## config.mk

```make
export PLATFORM = sky130hd
export DESIGN_NAME = constant_bank
export DESIGN_NICKNAME = d
export VERILOG_FILES = /design/src/rtl/constant_bank.sv
export SDC_FILE = /design/constraint.sdc
export NUM_CORES = 1
export LEC_CHECK = 0
export ABC_AREA = 1
export CORE_MARGIN = 1
export CORE_UTILIZATION = 60
export DETAILED_ROUTE_END_ITERATION = 10
export DONT_BUFFER_PORTS = 1
export HOLD_SLACK_MARGIN = 0.08
export PLACE_DENSITY = 0.76
export RECOVER_POWER = 100
export SKIP_CTS_REPAIR_TIMING = 1
export SLEW_MARGIN = 20
export SYNTH_ARGS = -nofsm -noshare
export SYNTH_HDL_FRONTEND = slang
export SYNTH_SLANG_ARGS = --single-unit
export TNS_END_PERCENT = 20
```

## constraint.sdc

```tcl
create_clock -name clk -period 2.5 [get_ports clk]
set_clock_uncertainty 0.2 [all_clocks]
set_input_delay 0.25 -clock clk [delete_from_list [all_inputs] [get_ports clk]]
set_output_delay 0.25 -clock clk [all_outputs]
set_load 0.005 [all_outputs]
```

## src/rtl/constant_bank.sv

```systemverilog
// ---------------------------------------------------------------------------
// constant_bank
//
// Parametrised constant-tie generator. Drives NCH registered constant lines
// plus fixed one/zero ties. Every programmable line sits at DEFAULT_VAL from
// reset until a settle interval of RELEASE_CYCLES clock edges has elapsed.
// After release, firmware rewrites lines with a masked valid/ready write.
// A sticky lock then freezes the lines until the next reset.
//
// Ports:
//   clk        block clock
//   resetb     asynchronous active-low reset
//   wr_valid   write request
//   wr_ready   write accept, high only while ACTIVE (decoded from state only)
//   wr_data    new channel values               [NCH]
//   wr_mask    per-bit write enable, 1 = update [NCH]
//   lock       lock request, honoured in ACTIVE only
//   released   settle interval complete (registered)
//   locked     sticky lock status (registered)
//   const_out  registered constant lines        [NCH]
//   one/zero   pure ties, valid during reset
// ---------------------------------------------------------------------------

// One registered constant channel. Each bit lives in its own flop with its
// own reset value, so a line only ever moves on a clock edge or on reset.
module constant_bank_lane #(
    parameter logic DEF_BIT = 1'b0
) (
    input  logic clk,
    input  logic resetb,
    input  logic we,
    input  logic wd,
    output logic q
);
    always_ff @(posedge clk or negedge resetb) begin
        if (!resetb)
            q <= DEF_BIT;
        else if (we)
            q <= wd;
    end
endmodule

module constant_bank #(
    parameter int                 NCH            = 8,
    parameter logic [NCH-1:0]     DEFAULT_VAL    = {NCH{1'b0}},
    parameter int                 RELEASE_CYCLES = 16
) (
    input  logic           clk,
    input  logic           resetb,
    input  logic           wr_valid,
    output logic           wr_ready,
    input  logic [NCH-1:0] wr_data,
    input  logic [NCH-1:0] wr_mask,
    input  logic           lock,
    output logic           released,
    output logic           locked,
    output logic [NCH-1:0] const_out,
    output logic           one,
    output logic           zero
);
    localparam int             CW       = $clog2(RELEASE_CYCLES + 1);
    localparam logic [CW-1:0]  CNT_LAST = CW'(RELEASE_CYCLES);

    // Encoding chosen so released = state[0] and locked = state[1] come
    // straight off flops: no decode glitches on the status outputs.
    typedef enum logic [1:0] {
        S_HOLD   = 2'b00,
        S_ACTIVE = 2'b01,
        S_LOCKED = 2'b11
    } state_t;

    state_t        state, state_nxt;
    logic [CW-1:0] cnt, cnt_nxt;
    logic          wr_fire;

    // -----------------------------------------------------------------------
    // Ties: no dependence on clock, reset or state.
    // -----------------------------------------------------------------------
    assign one  = 1'b1;
    assign zero = 1'b0;

    // -----------------------------------------------------------------------
    // State and settle counter registers
    // -----------------------------------------------------------------------
    always_ff @(posedge clk or negedge resetb) begin
        if (!resetb) begin
            state <= S_HOLD;
            cnt   <= '0;
        end else begin
            state <= state_nxt;
            cnt   <= cnt_nxt;
        end
    end

    // -----------------------------------------------------------------------
    // Next-state logic
    // -----------------------------------------------------------------------
    always_comb begin
        state_nxt = state;
        cnt_nxt   = cnt;
        case (state)
            S_HOLD: begin
                // Counter saturates at RELEASE_CYCLES; the edge that brings
                // it there is the release edge.
                if (cnt != CNT_LAST)
                    cnt_nxt = cnt + 1'b1;
                if (cnt_nxt == CNT_LAST)
                    state_nxt = S_ACTIVE;
            end
            S_ACTIVE: begin
                if (lock)
                    state_nxt = S_LOCKED;
            end
            S_LOCKED: begin
                state_nxt = S_LOCKED;
            end
            default: begin
                state_nxt = S_HOLD;
            end
        endcase
    end

    // -----------------------------------------------------------------------
    // Outputs: functions of the state register only, no input paths.
    // -----------------------------------------------------------------------
    always_comb begin
        released = state[0];
        locked   = state[1];
        wr_ready = state[0] & ~state[1];
    end

    // A write issued together with lock still lands: the lock only takes
    // effect from the following cycle, when wr_ready has dropped.
    assign wr_fire = wr_valid & wr_ready;

    // -----------------------------------------------------------------------
    // Channel storage
    // -----------------------------------------------------------------------
    for (genvar g = 0; g < NCH; g++) begin : g_lane
        constant_bank_lane #(
            .DEF_BIT (DEFAULT_VAL[g])
        ) u_lane (
            .clk    (clk),
            .resetb (resetb),
            .we     (wr_fire & wr_mask[g]),
            .wd     (wr_data[g]),
            .q      (const_out[g])
        );
    end

endmodule

```

==> summary.md <==
| Metric | Value |
|---|---|
| Status | `complete, no violations` |
| Die height | `slightly below 40 um` |
| Clock Latency Late Sink | `roughly 0.28 ns` |
| Hold Path Class | `primary input to flip-flop` |
| FF-to-FF path depth | `5` |
| EDFF count, synth | `0` |
| Number of I/O pins | `33` |
| Initial antenna violation count | `0` |
| CTS clock-pin slew for the worst setup and hold paths | `0.09 ns` |
| Hold path start | `wr_valid` |
| Crit share post-route | `0.8769` |
| Worst-Margin Slew | `0.6690 ns` |
| Area of the core | `between 1000 and 1500 um2` |
| DIE WIDTH | `approximately 39 um` |
| Die footprint | `around 1500 um2` |
| Clk sinks | `15` |
| Synthesis-stage register bit count | `15` |
| Post-DRT Antenna Nets | `0` |
| DR vias | `just over 700` |
| Final core occ | `0.8681` |
| Startpoint types | `flip-flop` |
| Post-synth ARST share | `1.000` |
| Fin area | `between 1000 and 1500 um2` |
| Worst r2r dst | `g_lane[1].u_lane.q` |
| First-pass GRT wire length | `a little over 2000 um` |
| Peak VDD IR | `about 0.0008 V` |
| CTS H-Tree Depth | `1` |
| Net count after synthesis | `approximately 130` |
| Leakage power figure | `roughly 0.49 nW` |
| Unrepaired setup endpoints after global routing | `false` |
| Wire per inst | `between 10 and 15 um` |
| Worst slack, placed | `0.9097 ns` |
| Reg2reg setup slack | `approximately 0.31 ns` |
| Critical Path Fanout Max | `16` |
| Std-Cell Rows | `12` |
| Pwr/cell area | `approximately 990 nW/um2` |
| Vias in the first global route | `about 530` |
| Fmax | `about 460 MHz` |
| Count leader, synth | `nand2_1` |
| Largest area contributor in the netlist | `dfrtp_1` |
| Critical path type | `flip-flop to flip-flop` |
| Setup TNS | `0 ns` |
| Layout cells sized above 1 | `0.03252` |
| Clock tree buffer depth | `2` |
| Layout Nets | `between 100 and 150` |
| Synth Flop Type | `dfrtp_1` |
| Placed inst area | `~760 um2` |
| Final setup margin | `0.3077 ns` |
| Gr ovfl total | `0` |
| Largest net degree at the start of global routing | `17` |
| Crit path arrival time | `2.21 ns` |
| ANT cells | `0` |
| Critical Path RT | `~2.5 ns` |
| RR Startpoint | `state[0]` |
| Share of the synthesized area in the top cell type | `0.4552` |
| Fin. Hold Viols | `0` |
| Iteration-0 DRC Markers | `31` |
| CTS tree | `done` |
| Routed vias/inst | `5.161` |
| 1st-pass router iterations | `4` |
| Max-Cap Viols | `0` |
| Final WL | `around 1800 um` |
| Sequential-to-total area share from yosys stat | `0.4552` |
| Worst slew slack as a fraction of its limit | `0.5525` |
| Number of library cell types mapped by synthesis | `15` |
| DP HPWL | `932.2 um` |
| Routability Congestion | `0.8262` |
| Tmin final | `~2.2 ns` |
| Initial Util | `0.6951` |
| CP Capture Type | `flip-flop` |
| # DRC | `0` |
| Capture endpoint of the worst hold path | `g_lane[1].u_lane.q` |
| Synthesis-to-layout area growth | `24.89%` |
| Area contributors post-synth | `dfrtp_1, nand2_1, buf_4` |
| Num CTS Buffers | `3` |
| Post-Syn Area | `slightly above 800 um2` |
| GRT Resource Usage Total | `0.2022` |
| I/O Buffers | `0` |
| Mapped Avg Cell Area | `roughly 7.9 um2` |
| Commonest cells in the netlist | `nand2_1, dfrtp_1, nand3_1, buf_4, inv_1` |
| Setup violations, final | `0` |
| Worst hold stages | `4` |
| Clock Root Buffer | `clkbuf_4` |
| Slew Limit Fails | `0` |
| Syn Inst Count | `roughly 110` |
| YS warnings | `0` |
worst max-delay path by stage:
stage / startpoint / endpoint / slack (ns) / cells after the start
floorplan: state[1] / g_lane[4].u_lane.q / 1.14 / 5
global placement: state[1] / g_lane[6].u_lane.q / 0.99 / 4
detailed placement: state[1] / g_lane[2].u_lane.q / 0.91 / 4
CTS: state[1] / g_lane[2].u_lane.q / 0.90 / 4
global route: state[0] / g_lane[1].u_lane.q / 0.17 / 5
finish: state[0] / g_lane[1].u_lane.q / 0.31 / 5
kinds of logic after synthesis:
kind of cell / after synthesis / share of synthesized area
adders and majority gates: 2 / 0.03034
buffers and inverters: 20 / 0.1457
other: 2 / 0.009108
xor gates and xnor gates: 2 / 0.02125
and+or+nand+nor: 59 / 0.3081
AOI/OAI and AO/OA: 5 / 0.03034
DFF: 15 / 0.4552
layout by cell type, fill, tap and decap left out, types with 2 or more instances in the layout:
master         synthesis  layout
nand2_1               38      38
dlygate4sd3_1          0      25
dfrtp_1               15      15
nand3_1               12      12
inv_1                  8       9
nor2_1                 7       8
o21ai_0                4       4
clkbuf_4               0       3
xor2_1                 2       2
ha_1                   2       2
conb_1                 2       2
metal layers:
metal	wire length, um	track usage	up-vias
met1	731	0.2772	322
met3	115	0.06936	0
met5	0	0	-
li1	-	-	352
met4	0	0.07759	0
met2	1000	0.2917	33
critical path: stages, from the launching register on:
cell and delay [ns]:
dfrtp_1 0.40, inv_1 0.12, nor3b_4 0.54, nand3_1 0.18
dlygate4sd3_1 0.62, nand2_1 0.08
metrics by stage:
step                      total power [W]  cells  hold WS [ns]
final                            0.001022    137        0.1623
after global routing             0.001118    137        0.1716
after CTS                       0.0009679    112       -0.5490
after detailed placement        0.0008285    108       -0.2452
after global placement          0.0008132    108       -0.2452
after floorplan                 0.0008420    105       -0.2456
area by class of cell:
type | count | area [um2]
clock buffer | 4 | 26.28
fill | 58 | 156.4
inverter | 9 | 33.78
multi-input combinational | 70 | 326.6
sequential | 15 | 375.4
tap | 14 | 17.52
timing repair buffer | 25 | 250.2
state kept, by name, indices dropped and copies added, names as in the netlist:
register / count
g_lane.u_lane.q: 8
cnt: 5
state: 2
power breakdown:
| group | internal, W | switching, W | total, W |
|---|---|---|---|
| Combinational | 0.000159 | 0.000252 | 0.000411 |
| Clock | 0.0000618 | 0.0000758 | 0.000138 |
| Sequential | 0.000361 | 0.000112 | 0.000473 |
(Power assumes the default switching activity.)
